$ cat src/rtl/uart_pkg.sv
`default_nettype none
// ============================================================================
// Module      : uart_pkg
// Description : Shared types and constants for the UART transmit/receive
//               blocks: frame state encoding, data width and parity encoding.
// Revision    : 1.0 - initial release
// ============================================================================
package uart_pkg;

    localparam int UART_DATA_BITS = 8;

    // Parity selection as carried on parity_odd
    localparam logic PARITY_EVEN = 1'b0;
    localparam logic PARITY_ODD  = 1'b1;

    typedef enum logic [2:0] {
        IDLE   = 3'd0,
        ARM    = 3'd1,
        START  = 3'd2,
        DATA   = 3'd3,
        PARITY = 3'd4,
        STOP   = 3'd5
    } tx_state_t;

endpackage
`default_nettype wire

$ cat src/rtl/uart_tick_detect.sv
`default_nettype none
// ============================================================================
// Module      : uart_tick_detect
// Description : Rising-edge detector for the baud reference. baud_clk is
//               already a register output in the clock domain, so no
//               synchroniser is placed in front of it.
// Ports       : clock    in  system clock
//               reset    in  asynchronous active-high reset
//               baud_clk in  bit-rate reference
//               tick     out one-cycle pulse per baud_clk rising edge
// Revision    : 1.0 - initial release
// ============================================================================
module uart_tick_detect (
    input  logic clock,
    input  logic reset,
    input  logic baud_clk,
    output logic tick
);

    logic r_baud_prev;

    always_ff @(posedge clock or posedge reset) begin
        if (reset) begin
            r_baud_prev <= 1'b0;
        end else begin
            r_baud_prev <= baud_clk;
        end
    end

    assign tick = baud_clk & ~r_baud_prev;

endmodule
`default_nettype wire

$ cat src/rtl/uart_tx_frame.sv
`default_nettype none
// ============================================================================
// Module      : uart_tx_frame
// Description : UART transmitter. Serialises one byte per accepted request
//               into start bit, 8 data bits LSB first, optional parity bit
//               and 1 or 2 stop bits. Bit timing follows rising edges of
//               baud_clk; tx_out is registered so every bit change lands one
//               clock after a tick.
// Macro       : UART_TX_PARITY_EN - when defined, a parity bit (even/odd per
//               parity_odd) follows the data bits; otherwise parity_odd is
//               unused and DATA proceeds straight to STOP.
// Ports       : clock      in  system clock
//               reset      in  asynchronous active-high reset
//               baud_clk   in  bit-rate reference (rising edge = bit tick)
//               data_in    in  byte to send, latched on acceptance
//               send       in  transmit request
//               stop2      in  1 = two stop bits, latched on acceptance
//               parity_odd in  1 = odd parity, latched on acceptance
//               ready      out idle and able to accept a request
//               busy       out frame in progress
//               done       out one-cycle pulse on the first idle cycle
//               tx_out     out serial line, idles high
// Revision    : 1.0 - initial release
// ============================================================================
module uart_tx_frame
    import uart_pkg::*;
#(
    parameter int DATA_BITS = UART_DATA_BITS
) (
    input  logic                 clock,
    input  logic                 reset,
    input  logic                 baud_clk,
    input  logic [DATA_BITS-1:0] data_in,
    input  logic                 send,
    input  logic                 stop2,
    input  logic                 parity_odd,
    output logic                 ready,
    output logic                 busy,
    output logic                 done,
    output logic                 tx_out
);

    localparam logic [2:0] c_LAST_BIT = 3'(DATA_BITS - 1);

    tx_state_t              r_state;
    tx_state_t              w_state_next;
    logic [DATA_BITS-1:0]   r_shift;
    logic [DATA_BITS-1:0]   w_shift_next;
    logic [2:0]             r_cnt;
    logic [2:0]             w_cnt_next;
    logic                   r_stop2;
    logic                   w_stop2_next;
    logic                   r_stop_cnt;
    logic                   w_stop_cnt_next;
    logic                   r_tx;
    logic                   w_tx_next;
    logic                   r_busy;
    logic                   r_done;
    logic                   w_tick;

`ifdef UART_TX_PARITY_EN
    // Parity is resolved at acceptance since the shift register is consumed
    // by the time the parity bit goes out.
    logic                   r_par_bit;
    logic                   w_par_bit_next;
`else
    logic                   w_unused_parity_odd;
    assign w_unused_parity_odd = parity_odd;
`endif

    uart_tick_detect u_tick_detect (
        .clock    (clock),
        .reset    (reset),
        .baud_clk (baud_clk),
        .tick     (w_tick)
    );

    always_ff @(posedge clock or posedge reset) begin
        if (reset) begin
            r_state    <= IDLE;
            r_shift    <= '0;
            r_cnt      <= 3'd0;
            r_stop2    <= 1'b0;
            r_stop_cnt <= 1'b0;
            r_tx       <= 1'b1;
            r_busy     <= 1'b0;
            r_done     <= 1'b0;
`ifdef UART_TX_PARITY_EN
            r_par_bit  <= 1'b0;
`endif
        end else begin
            r_state    <= w_state_next;
            r_shift    <= w_shift_next;
            r_cnt      <= w_cnt_next;
            r_stop2    <= w_stop2_next;
            r_stop_cnt <= w_stop_cnt_next;
            r_tx       <= w_tx_next;
            r_busy     <= (w_state_next != IDLE);
            r_done     <= (r_state == STOP) && (w_state_next == IDLE);
`ifdef UART_TX_PARITY_EN
            r_par_bit  <= w_par_bit_next;
`endif
        end
    end

    always_comb begin
        w_state_next    = r_state;
        w_shift_next    = r_shift;
        w_cnt_next      = r_cnt;
        w_stop2_next    = r_stop2;
        w_stop_cnt_next = r_stop_cnt;
        w_tx_next       = 1'b1;
`ifdef UART_TX_PARITY_EN
        w_par_bit_next  = r_par_bit;
`endif

        case (r_state)
            IDLE: begin
                // A tick coincident with acceptance is deliberately ignored;
                // ARM then waits for the next tick so START is a full period.
                if (send) begin
                    w_state_next = ARM;
                    w_shift_next = data_in;
                    w_stop2_next = stop2;
`ifdef UART_TX_PARITY_EN
                    w_par_bit_next = (^data_in) ^ (parity_odd == PARITY_ODD);
`endif
                end
            end
            ARM: begin
                if (w_tick) begin
                    w_state_next = START;
                end
            end
            START: begin
                if (w_tick) begin
                    w_state_next = DATA;
                    w_cnt_next   = 3'd0;
                end
            end
            DATA: begin
                if (w_tick) begin
                    w_shift_next = {1'b0, r_shift[DATA_BITS-1:1]};
                    w_cnt_next   = r_cnt + 3'd1;
                    if (r_cnt == c_LAST_BIT) begin
`ifdef UART_TX_PARITY_EN
                        w_state_next = PARITY;
`else
                        w_state_next    = STOP;
                        w_stop_cnt_next = 1'b0;
`endif
                    end
                end
            end
`ifdef UART_TX_PARITY_EN
            PARITY: begin
                if (w_tick) begin
                    w_state_next    = STOP;
                    w_stop_cnt_next = 1'b0;
                end
            end
`endif
            STOP: begin
                if (w_tick) begin
                    if (r_stop2 && !r_stop_cnt) begin
                        w_stop_cnt_next = 1'b1;
                    end else begin
                        w_state_next = IDLE;
                    end
                end
            end
            default: begin
                w_state_next = IDLE;
            end
        endcase

        // Line level is a function of where the FSM will be next cycle, so
        // the registered output moves in step with the state.
        case (w_state_next)
            START:   w_tx_next = 1'b0;
            DATA:    w_tx_next = w_shift_next[0];
`ifdef UART_TX_PARITY_EN
            PARITY:  w_tx_next = r_par_bit;
`endif
            default: w_tx_next = 1'b1;
        endcase
    end

    assign ready  = (r_state == IDLE);
    assign busy   = r_busy;
    assign done   = r_done;
    assign tx_out = r_tx;

endmodule
`default_nettype wire

$ cat config.mk
export PLATFORM = sky130hd
export DESIGN_NAME = uart_tx_frame
export DESIGN_NICKNAME = d
export VERILOG_FILES = /design/src/rtl/uart_pkg.sv /design/src/rtl/uart_tick_detect.sv /design/src/rtl/uart_tx_frame.sv
export SDC_FILE = /design/constraint.sdc
export NUM_CORES = 1
export LEC_CHECK = 0
export BUFFER_PORTS_ARGS = -buffer_cell sky130_fd_sc_hd__buf_4
export CELL_PAD_IN_SITES_DETAIL_PLACEMENT = 0
export CELL_PAD_IN_SITES_GLOBAL_PLACEMENT = 1
export CORE_MARGIN = 2
export CORE_UTILIZATION = 36
export CTS_CLUSTER_SIZE = 40
export DETAILED_ROUTE_END_ITERATION = 6
export PLACE_DENSITY = 0.79
export SYNTH_ARGS = -nofsm -noshare
export SYNTH_HDL_FRONTEND = slang
export SYNTH_SLANG_ARGS = --single-unit
$ cat constraint.sdc
create_clock -name clock -period 1.6 [get_ports clock]
set_input_delay 0 -clock clock [delete_from_list [all_inputs] [get_ports clock]]
set_output_delay 0 -clock clock [all_outputs]
set_load 0.02 [all_outputs]
* After elaboration in Yosys (flattened, before gate mapping)
Index checks and enable logic that the tools add are counted.
Storage, ports and cells: flip-flop bits (word level) 20, bits of input ports 14
Cells by class: reductions and logical operators 13, muxes and demuxes 20, add/sub/neg operators 1, bitwise logic cells 2, eq/ne operators 13
Operators by type and width (number):
- $mux 3 | 9
- $mux 8 | 2
- $pmux 8 s2 | 1
- $pmux 3 s5 | 1
- $eq 3x2->1 const B | 4
- $ne 2x1->1 const B | 4
- $eq 3x3->1 const B | 2
- $logic_not 3->1 | 2
- $pmux 3 s2 | 1
- $reduce_and 3->1 | 2
- $reduce_bool 2->1 | 3
- $reduce_and 5->1 | 1
- $mux 1 | 4
- $ne 2x2->1 const B | 2
- $pmux 1 s2 | 2
- $add 3x1->3 const B | 1
- $eq 3x1->1 const B | 1
- $reduce_bool 3->1 | 1
- $logic_and 1x1->1 | 2
- $reduce_and 2->1 | 1
- $and 1x1->1 | 1
- $logic_not 1->1 | 1
- $not 1->1 | 1

* Longest topological paths before layout
Gate-level depths: netlist of the first run.
depth in word-level cells 7, mapped depth 6, mapped depth without buffers 6

* By module
Synthesis of the first run repeated with hierarchy kept, for this count alone.
Unflattened totals: cell total of the unflattened synthesis 89, area, all modules 999.7 µm²
By module, submodules not included:
- uart_tx_frame | cells each 86, area an instance 957.2 µm², times used 1, sequential area each 476.7 µm²
- uart_tick_detect | cells each 3, area an instance 42.5 µm², times used 1, sequential area each 25.0 µm²

* Least setup slack after synthesis of the first run
Ideal clock, no wire load.
kind register to register, start point register r_state[0], end point register r_tx (netlist: tx_out), arrival time 1639 ps, buffers on the path 1, library setup time 82 ps, cell stages (with the launch flop) 6, setup slack -121 ps, data required time 1518 ps, path through dfrtp_1 buf_6 nor4b_4 a21oi_4 a221o_1 a211o_1
Between the ends: elaborated cells between the ends (all ways) 17, those cells by class eq/ne: 6; mux: 10; reduce/logical: 1
RTL lines:
- start, declared | RTL line uart_tx_frame.sv:45 | tx_state_t r_state;
- start signal, assigned | RTL line uart_tx_frame.sv:92 | r_state <= w_state_next;
- $eq 3x2->1 or $logic_not 3->1 (tied branches) | RTL line uart_tx_frame.sv:117 | case (r_state)
- $pmux 8 s2 (*) | RTL line uart_tx_frame.sv:117
- named net w_shift_next[0] | RTL line uart_tx_frame.sv:48 | logic [DATA_BITS-1:0] w_shift_next;
- $pmux 1 s2 (*) | RTL line uart_tx_frame.sv:179 | case (w_state_next)
- named net w_tx_next | RTL line uart_tx_frame.sv:56 | logic w_tx_next;
- end signal, assigned | RTL line uart_tx_frame.sv:97 | r_tx <= w_tx_next;
- end, declared | RTL line uart_tx_frame.sv:55 | logic r_tx;
The timed path passes the listed nets; every way through them passes the cells marked *. A chain may end at the register's enable or synchronous reset.

* Final worst setup path of the first run
start point register r_state[1], end point register r_tx (netlist: tx_out)
Same word-level chain as after synthesis.

==> results of run 1 <==
==> what timing repair did <==
action	4_1_cts	5_1_grt
buffers inserted	0	2
resized for setup	3	4
setup endpoints to repair	1	3
hold buffers	10	0
endpoints found under the hold margin	28	0
pin swaps	1	3
==> metrics by stage <==
step	hold slack [ns]	instance area (um2)	TNS [ns]	setup slack, ns	total power, W
final	0.0280	1240	0	0.0251	0.00146
after global routing	0.0517	1240	-0.0141	-0.0141	0.00157
after CTS	0.00818	1220	0	0.00252	0.00145
after detailed placement	0.136	1090	-0.0125	-0.0125	0.00117
after global placement	0.132	1090	0	0.0602	0.00114
after floorplan	-0.0369	903	-0.121	-0.121	0.00102
==> metal layers <==
metal | vias to the layer above | GRT usage, %
li1 | 365 | -
met1 | 368 | 16.5
met2 | 15 | 32.3
met3 | 4 | 2.50
met4 | 0 | 7.50
met5 | - | 0
==> sequential cells by signal (all words and copies together), names as in the netlist <==
name	flops
tx_out	1
r_stop2	1
u_tick_detect.r_baud_prev	1
r_state	3
r_stop_cnt	1
done	1
busy	1
r_shift	8
r_cnt	3
==> critical path, stage by stage, from the launching register on <==
cell and delay [ns]:
dfrtp_2 0.47, nor4b_4 0.39, a21oi_4 0.05, a221o_1 0.34, a211o_1 0.26
==> area by class of cell <==
class                      instances  area [um2]  share of cell area [%]
clock buffer                       4        26.3                    2.11
inverter                           2        7.51                   0.603
timing repair buffer              34         280                    22.5
multi-input combinational         61         388                    31.2
sequential                        20         505                    40.6
tap                               30        37.5                    3.02
==> cell usage after synthesis <==
| cell | number |
|---|---|
| o21ai_0 | 5 |
| and3b_2 | 1 |
| a221o_1 | 1 |
| a22oi_1 | 6 |
| a21oi_1 | 1 |
| a211o_1 | 1 |
| nand2_1 | 26 |
| nand2b_1 | 1 |
| o311ai_0 | 1 |
| or2_2 | 1 |
| nor4b_4 | 1 |
| inv_1 | 2 |
| and2_2 | 1 |
| ha_1 | 2 |
| a2111oi_0 | 1 |
| dfrtp_1 | 19 |
| nand3b_1 | 1 |
| and2_1 | 1 |
| nor2b_1 | 3 |
| dfstp_2 | 1 |
| mux2_2 | 1 |
| buf_6 | 1 |
| mux2i_1 | 1 |
| nor2_1 | 2 |
| o2bb2ai_1 | 1 |
| nor3_1 | 1 |
| clkbuf_1 | 1 |
| a21oi_4 | 1 |
==> report_power, final <==
group / internal, W / switching (W)
combinational: 0.000232 / 0.000239
sequential: 0.000648 / 0.0000953
clock: 0.0000971 / 0.000152
==> cells by family (layout without fill, tap and decap cells) <==
| group | count (synthesis) | in the layout | share of synthesized area (%) |
|---|---|---|---|
| DFF | 20 | 20 | 55.5 |
| adders and majority gates | 2 | 2 | 2.77 |
| and+or+nand+nor | 39 | 39 | 21.7 |
| muxes | 2 | 2 | 2.35 |
| buffers and inverters | 4 | 40 | 2.49 |
| AOI/OAI and AO/OA | 18 | 18 | 15.1 |
==> worst max-delay path by stage <==
stage / startpoint / endpoint / depth (start not counted) / slack, ns
2_1_floorplan: r_state[0]$_DFF_PP0_ / tx_out$_DFF_PP1_ / 5 / -0.12
6_report: r_state[1]$_DFF_PP0_ / tx_out$_DFF_PP1_ / 4 / 0.03
3_3_place_gp: r_state[1]$_DFF_PP0_ / tx_out$_DFF_PP1_ / 4 / 0.06
5_1_grt: r_state[1]$_DFF_PP0_ / tx_out$_DFF_PP1_ / 4 / -0.01
3_5_place_dp: r_state[1]$_DFF_PP0_ / tx_out$_DFF_PP1_ / 4 / -0.01
4_1_cts: r_state[2]$_DFF_PP0_ / tx_out$_DFF_PP1_ / 5 / 0.003
==> impl_metrics.env, run 1 <==
export IMPL_cts_buffer_depth=2
export IMPL_finalHoldViolCount=0
export IMPL_fmax_ghz=0.635
export IMPL_finalSetupViolCount=0
export IMPL_p_leak_nw=0.600
export IMPL_worst_pin_slew_ns=0.747
export IMPL_routed_wl_mm=1.99
export IMPL_hold_path_end="r_stop2$_DFFE_PP0P_"
export IMPL_utilization_pct=51.2
export IMPL_antenna_left=0
export IMPL_arrival_ns=1.81
export IMPL_grt_util_all_layers_pct=16.4
export IMPL_worstPathRequired_ns=1.83
export IMPL_drtPass1Iterations=4
export IMPL_seq_area_frac_synth_pct=55.5
export IMPL_post_route_drc_count=0
export IMPL_synth_nets=101
export IMPL_core_area_um2=2430
export IMPL_area_delta_synth_final_pct=37.8
export IMPL_skew_ns=0.00686
export IMPL_critPathMaxFanout=6
export IMPL_routed_wl_met3_um=61
export IMPL_synthTopCellsByArea="dfrtp_1 53%, nand2_1 11%, a22oi_1 5.0%"
export IMPL_relSlewSlack_pct=50.2
export IMPL_clock_latency_ns=0.30
export IMPL_htree_levels=1
export IMPL_fillCellCount=248
export IMPL_ir_worst_vdd_mv=0.681
export IMPL_antenna_found_initial=0
export IMPL_slew_violations=0
export IMPL_synth_top_area_share_pct=52.6
export IMPL_r2r_end="tx_out$_DFF_PP1_"
export IMPL_yosys_warnings=0
export IMPL_outcome="completed"
export IMPL_drv_cap=0
export IMPL_drive_above_1_share_pct=32.2
export IMPL_wl_met1_um=830
export IMPL_vias=752
export IMPL_dieArea_um2=2930
export IMPL_power_density_nw_per_um2=1180
export IMPL_top_layer_used="met4"
export IMPL_finalNetCount=138
export IMPL_layoutNonFillerInstCount=151
export IMPL_yosys_register_bits=20
export IMPL_syn_inst=85
export IMPL_grt_setup_unrepaired="yes"
export IMPL_final_common_cell="nand2_1"
export IMPL_cts_tree="yes"
export IMPL_r2r_start="r_state[1]$_DFF_PP0_"
export IMPL_r2r_slack_ns=0.03
export IMPL_die_w_um=54.1
export IMPL_start_util_pct=37.1
export IMPL_clk_pin_slew_ns=0.11
export IMPL_hp_class="in2reg"
export IMPL_syn_area_um2=903
export IMPL_cts_buffers=3
export IMPL_clkSinkCount=20
export IMPL_die_h_um=54.1
export IMPL_wire_per_inst_um=13.2
export IMPL_min_delay_start="send"
export IMPL_grt_max_degree=21
export IMPL_ys_types=28
export IMPL_critPathCaptureType="flip-flop"
export IMPL_period_share_pct=98.4
export IMPL_min_path_cells=4
export IMPL_overflow=0
export IMPL_io_buffers=16
export IMPL_grt_pass1_wl_mm=3.33
export IMPL_wl_met2_mm=1.07
export IMPL_critPathLaunchType="flip-flop"
export IMPL_place_congestion=0.783
export IMPL_grt_pass1_vias=813
export IMPL_yosysTopAreaCell="dfrtp_1"
export IMPL_place_inst=135
export IMPL_vias_per_cell=4.98
export IMPL_hpwlAfterDp_mm=1.40
export IMPL_fp_row_count=18
export IMPL_boundaryPins=18
export IMPL_most_common_layout_cells="26 x nand2_1, 24 x buf_4, 16 x dfrtp_1"
export IMPL_antenna_cells=0
export IMPL_crit_type="reg2reg"
export IMPL_avgSynthCellArea_um2=10.6
export IMPL_cts_root_buf="clkbuf_4"
export IMPL_r2r_cells=4
export IMPL_fin_crit_ns=1.57
export IMPL_drtIter0Drc=6
No activity file was read; power rests on OpenSTA's default activity.
==> run 2: changes to the inputs <==
Settings changed: CORE_UTILIZATION 36 to 38, PLACE_DENSITY 0.79 to 0.8, SLEW_MARGIN set to 0, SYNTH_HIERARCHICAL set to 1.
==> impl_metrics.env, run 2 <==
export IMPL_htree_levels=1
export IMPL_slowest_stage="dfrtp_1"
export IMPL_crit_type="reg2reg"
export IMPL_yosys_warnings=6
export IMPL_seq_power_share_pct=44.2
export IMPL_critPathLaunchType="flip-flop"
export IMPL_swShare_pct=29.7
export IMPL_switchingPower_w=0.000514
export IMPL_routed_wl_mm=1.68
export IMPL_finalSetupViolCount=0
export IMPL_area_delta_synth_final_pct=33.0
export IMPL_cts_buffer_depth=2
export IMPL_syn_area_um2=1000
export IMPL_dieArea_um2=3060
export IMPL_skew_ns=0.00505
export IMPL_yosysTopAreaCell="dfrtp_1"
export IMPL_synth_top_area_share_pct=47.6
export IMPL_hpwlAfterDp_mm=1.22
export IMPL_outcome="completed"
export IMPL_pre_cts_ws_ns=0.0332
export IMPL_regMostFlops="r_shift"
export IMPL_fin_crit_ns=1.56
export IMPL_slew_violations=0
export IMPL_critPathMaxFanout=3
export IMPL_final_common_cell="buf_4"
export IMPL_most_common_layout_cells="21 x buf_4, 19 x dfrtp_1, 11 x nand2_1, 11 x inv_1, 11 x dlygate4sd3_1"
export IMPL_path_cells="ha_1 -> ha_2 -> and4_1 -> or3_4 -> a21o_1"
export IMPL_utilization_pct=53.7
export IMPL_io_buffers=16
export IMPL_drv_cap=0
export IMPL_clock_latency_ns=0.29
export IMPL_synthArstFlopShare_pct=100
export IMPL_ys_top_cells_by_count="19 x dfrtp_1, 11 x inv_1, 11 x nand2_1"
export IMPL_pwr_share_clk_pct=23.2
export IMPL_post_route_drc_count=0
export IMPL_clkSinkCount=20
export IMPL_synth_ff_type="dfrtp_1"
export IMPL_fmax_ghz=0.643
export IMPL_core_area_um2=2480
export IMPL_finalHoldViolCount=0
export IMPL_synth_edf_count=0
export IMPL_ir_worst_vdd_mv=0.704
export IMPL_cts_buffers=3
export IMPL_start_util_pct=40.4
export IMPL_setup_ws_ns=0.0449
export IMPL_synth_nets=105
export IMPL_grt_util_all_layers_pct=13.0
export IMPL_p_leak_nw=0.605
export IMPL_crit_buf_inv=0
export IMPL_boundaryPins=18
export IMPL_worst_pin_slew_ns=0.696
export IMPL_antenna_found_initial=0
export IMPL_die_h_um=55.3
export IMPL_avgSynthCellArea_um2=11.2
export IMPL_synthTopCellsByArea="dfrtp_1 48%, o21ai_2 7.9%, buf_6 5.6%"
export IMPL_vias=708
export IMPL_period_share_pct=97.2
export IMPL_wire_per_inst_um=11.1
export IMPL_syn_inst=89
export IMPL_yosys_register_bits=20
export IMPL_fp_row_count=18
export IMPL_drtIter0Drc=7
export IMPL_cts_tree="yes"
export IMPL_cts_root_buf="clkbuf_4"
export IMPL_place_inst=135
export IMPL_combinationalPowerShare_pct=32.6
export IMPL_r2r_start="r_cnt[0]$_DFFE_PP0P_"
export IMPL_clk_pin_slew_ns=0.11
export IMPL_worstPathRequired_ns=1.84
export IMPL_power_density_nw_per_um2=1300
export IMPL_vias_per_cell=4.69
export IMPL_antenna_cells=0
export IMPL_crit_family="simple AND/OR/NAND/NOR gates"
export IMPL_ys_types=27
export IMPL_crit_start="r_cnt[0]$_DFFE_PP0P_"
export IMPL_relSlewSlack_pct=53.6
export IMPL_grt_pass1_vias=715
export IMPL_die_w_um=55.3
export IMPL_drive_above_1_share_pct=37.2
export IMPL_slowest_delay_ns=0.40
export IMPL_power_internal_w=0.00121
export IMPL_seq_area_frac_synth_pct=50.2
export IMPL_overflow=0
export IMPL_finalNetCount=138
export IMPL_grt_pass1_wl_mm=3.18
export IMPL_arrival_ns=1.80
export IMPL_largest_reg_flops=8
export IMPL_hp_class="in2async"
export IMPL_layoutNonFillerInstCount=151
export IMPL_synth_most_common_cell="dfrtp_1"
export IMPL_power_w=0.00173
export IMPL_antenna_left=0
export IMPL_place_congestion=0.809
export IMPL_grt_max_degree=20
export IMPL_critPathCaptureType="flip-flop"
export IMPL_drtPass1Iterations=3
export IMPL_top_regs="r_shift x8, r_cnt x3, r_state x3"
[run 2: area by class of cell]
| type | count | area (um2) |
|---|---|---|
| clock buffer | 3 | 22.5 |
| multi-input combinational | 53 | 409 |
| timing repair buffer | 33 | 288 |
| fill | 238 | 1150 |
| inverter | 11 | 41.3 |
| clock inverter | 1 | 30.0 |
| sequential | 20 | 502 |
| tap | 30 | 37.5 |
[run 2: layer usage]
| layer | global-route usage (%) | wire length [um] | up-vias |
|---|---|---|---|
| met3 | 3.04 | 47 | 2 |
| met2 | 21.3 | 865 | 9 |
| li1 | - | - | 367 |
| met4 | 5.23 | 8 | 0 |
| met5 | 0 | 0 | - |
| met1 | 16.6 | 756 | 330 |
[run 2: power by group through the flow]
stage	clock [W]	sequential, W	combinational, W
3_3_place_gp	0	0.000762	0.000502
2_1_floorplan	0	0.000741	0.000432
3_5_place_dp	0	0.000774	0.000510
6_report	0.000401	0.000764	0.000562
4_1_cts	0.000413	0.000766	0.000538
5_1_grt	0.000447	0.000788	0.000641
[run 2: timing repair]
action	in CTS	in global routing
resized for setup	0	3
hold endpoints to repair	29	0
buffers inserted	0	1
setup endpoints to repair	0	9
hold buffers	11	0
[run 2: kinds of logic (layout without fill, tap and decap cells)]
| family | count (synthesis) | count (layout) | synth area share (%) |
|---|---|---|---|
| and+or+nand+nor | 25 | 25 | 16.0 |
| muxes | 3 | 3 | 3.38 |
| buffers and inverters | 16 | 48 | 9.76 |
| AOI/OAI and AO/OA | 23 | 23 | 18.1 |
| adders and majority gates | 2 | 2 | 2.50 |
| DFF | 20 | 20 | 50.2 |
[run 2: metrics by stage]
step / hold slack, ns / area, um2 / setup TNS, ns
floorplan: -0.271 / 1000 / 0
global placement: -0.148 / 1150 / 0
detailed placement: -0.147 / 1150 / 0
CTS: 0.0704 / 1310 / 0
global route: 0.0634 / 1330 / -0.0217
finish: 0.0835 / 1330 / 0
[run 2: final timing paths]
kind                       cells past startpoint                                  end  slack, ns
max                                            5                     tx_out$_DFF_PP1_       0.04
min                                            3  u_tick_detect/r_baud_prev$_DFF_PP0_       0.08
max reg2reg                                    5                     tx_out$_DFF_PP1_       0.04
min reg2reg                                    1               r_stop_cnt$_DFFE_PP0P_       0.48
max in group asynchronous                      3                 r_shift[0]$_DFF_PP0_       0.79
min in group clock                             3                  r_stop2$_DFFE_PP0P_       0.18
[run 2: tightest hold or removal path, stage by stage]
cell and delay, ns:
dlygate4sd3_1 0.53, buf_4 0.13, inv_1 0.05
==> run 3: changes to the inputs <==
Settings changed: CORE_UTILIZATION 38 to 36, GPL_TIMING_DRIVEN set to 0, PLACE_DENSITY 0.8 to 0.79, SYNTH_HIERARCHICAL 1 to unset.
Clock period 1.6 ns to 1.4 ns, I/O delays scaled along.
==> impl_metrics.env, run 3 (synthesized netlist as in run 1, its figures left out) <==
export IMPL_clock_latency_ns=0.31
export IMPL_grt_setup_unrepaired="yes"
export IMPL_routed_wl_mm=2.16
export IMPL_vias=776
export IMPL_power_w=0.00202
export IMPL_crit_end="tx_out$_DFF_PP1_"
export IMPL_start_util_pct=37.1
export IMPL_regMostFlops="r_shift"
export IMPL_fin_crit_ns=1.60
export IMPL_p_leak_nw=0.639
export IMPL_finalHoldViolCount=0
export IMPL_core_area_um2=2430
export IMPL_post_route_drc_count=0
export IMPL_fp_row_count=18
export IMPL_grt_pass1_vias=748
export IMPL_most_common_layout_cells="26 x nand2_1, 24 x buf_4, 17 x dfrtp_1"
export IMPL_arrival_ns=1.84
export IMPL_drtPass1Iterations=4
export IMPL_critPathLaunchType="flip-flop"
export IMPL_critPathCaptureType="flip-flop"
export IMPL_hp_class="in2reg"
export IMPL_clkSinkCount=20
export IMPL_finalNetCount=141
export IMPL_cts_buffer_depth=2
export IMPL_r2r_end="tx_out$_DFF_PP1_"
export IMPL_die_h_um=54.1
export IMPL_worstPathRequired_ns=1.64
export IMPL_cts_tree="yes"
export IMPL_r2r_slack_ns=-0.20
export IMPL_cts_buffers=3
export IMPL_slew_violations=0
export IMPL_hpwlAfterDp_mm=1.22
export IMPL_finalSetupViolCount=6
export IMPL_worst_pin_slew_ns=0.754
export IMPL_place_congestion=0.793
export IMPL_skew_ns=0.0152
export IMPL_setup_ws_ns=-0.204
export IMPL_dieArea_um2=2930
export IMPL_final_common_cell="nand2_1"
export IMPL_htree_levels=1
export IMPL_grt_util_all_layers_pct=17.3
export IMPL_antenna_left=0
export IMPL_area_delta_synth_final_pct=51.9
export IMPL_antenna_found_initial=0
export IMPL_vias_per_cell=5.04
export IMPL_clk_pin_slew_ns=0.13
export IMPL_grt_max_degree=21
export IMPL_boundaryPins=18
export IMPL_overflow=0
export IMPL_period_share_pct=115
export IMPL_min_delay_start="send"
export IMPL_ir_worst_vdd_mv=1.08
export IMPL_largest_reg_flops=8
export IMPL_cts_root_buf="clkbuf_4"
export IMPL_outcome="complete, but fails checks"
export IMPL_timing_hold_ws_ns=0.0433
export IMPL_drv_cap=0
export IMPL_power_density_nw_per_um2=1470
export IMPL_r2r_start="r_state[2]$_DFF_PP0_"
export IMPL_violations="negative setup slack"
export IMPL_io_buffers=16
export IMPL_wire_per_inst_um=14.0
export IMPL_critPathMaxFanout=6
export IMPL_final_setup_tns_ns=-0.666
export IMPL_die_w_um=54.1
export IMPL_drtIter0Drc=14
export IMPL_drive_above_1_share_pct=38.7
export IMPL_crit_type="reg2reg"
export IMPL_grt_pass1_wl_mm=3.48
export IMPL_antenna_cells=0
export IMPL_crit_start="r_state[2]$_DFF_PP0_"
export IMPL_r2r_cells=4
export IMPL_min_path_cells=4
export IMPL_relSlewSlack_pct=49.7
export IMPL_top_regs="r_shift x8, r_cnt x3, r_state x3"
export IMPL_fmax_ghz=0.623
==> run 3: cell types whose count changed in the layout (fill, tap and decap cells not counted), moves of 2 or more <==
cell	delta
inv_1	-9
nand2_1	+15
o21ai_2	-9
a21o_1	-2
nor2_1	+2
nor2b_2	+2
nand3_1	-2
dfrtp_2	+2
o21ai_0	+3
dfrtp_1	-2
mux2_2	-2
buf_6	+2
buf_4	+3
==> run 3: power breakdown <==
part	leakage (nW)	switching, W	total [W]	internal (W)
clock	0.0279	0.000190	0.000479	0.000290
combinational	0.362	0.000318	0.000678	0.000360
sequential	0.249	0.000119	0.000857	0.000738
==> run 3: worst min-delay path by stage <==
stage,end
3_3_place_gp,u_tick_detect.r_baud_prev$_DFF_PP0_
5_1_grt,done$_DFF_PP0_
6_report,r_stop2$_DFFE_PP0P_
2_1_floorplan,busy$_DFF_PP0_
4_1_cts,r_stop2$_DFFE_PP0P_
3_5_place_dp,u_tick_detect.r_baud_prev$_DFF_PP0_
==> run 3: area by class of cell <==
type	instances	area [um2]
Multi-Input combinational cell	61	443
Fill cell	221	1060
Clock buffer	3	22.5
Inverter	2	7.51
Buffer	1	25.0
Timing Repair Buffer	36	303
Sequential cell	20	504
Tap cell	30	37.5
Clock inverter	1	30.0
==> run 3: critical path: stages (launching register included) <==
cell and delay, ns:
dfrtp_2 0.49, nor4b_4 0.39, a21oi_4 0.05, a221o_1 0.33
a211o_1 0.27
==> run 3: routing by layer <==
layer  up-vias  share of wire, %  global-route usage (%)
met5         -                 0                       0
met4         0               1.2                    6.25
met3         2               5.1                    5.00
met2        19                52                    29.3
met1       383                41                    20.7
li1        372                 -                       -
==> run 3: through the flow <==
step           cells  worst slack (ns)  utilization (%)  area (um2)
2_1_floorplan     85            -0.321                -         920
6_report         154            -0.204             56.4        1370
3_3_place_gp     131            -0.540             44.3        1080
4_1_cts          154            -0.190             55.1        1340
3_5_place_dp     131            -0.566             44.3        1080
5_1_grt          154            -0.247             56.4        1370
==> run 3: timing repair <==
item / CTS / global route
hold buffers: 10 / 0
gates cloned: 0 / 0
pin swaps: 5 / 3
endpoints found under the setup margin: 15 / 19
endpoints found under the hold margin: 28 / 0
gates resized for setup: 9 / 8
buffers inserted: 9 / 1
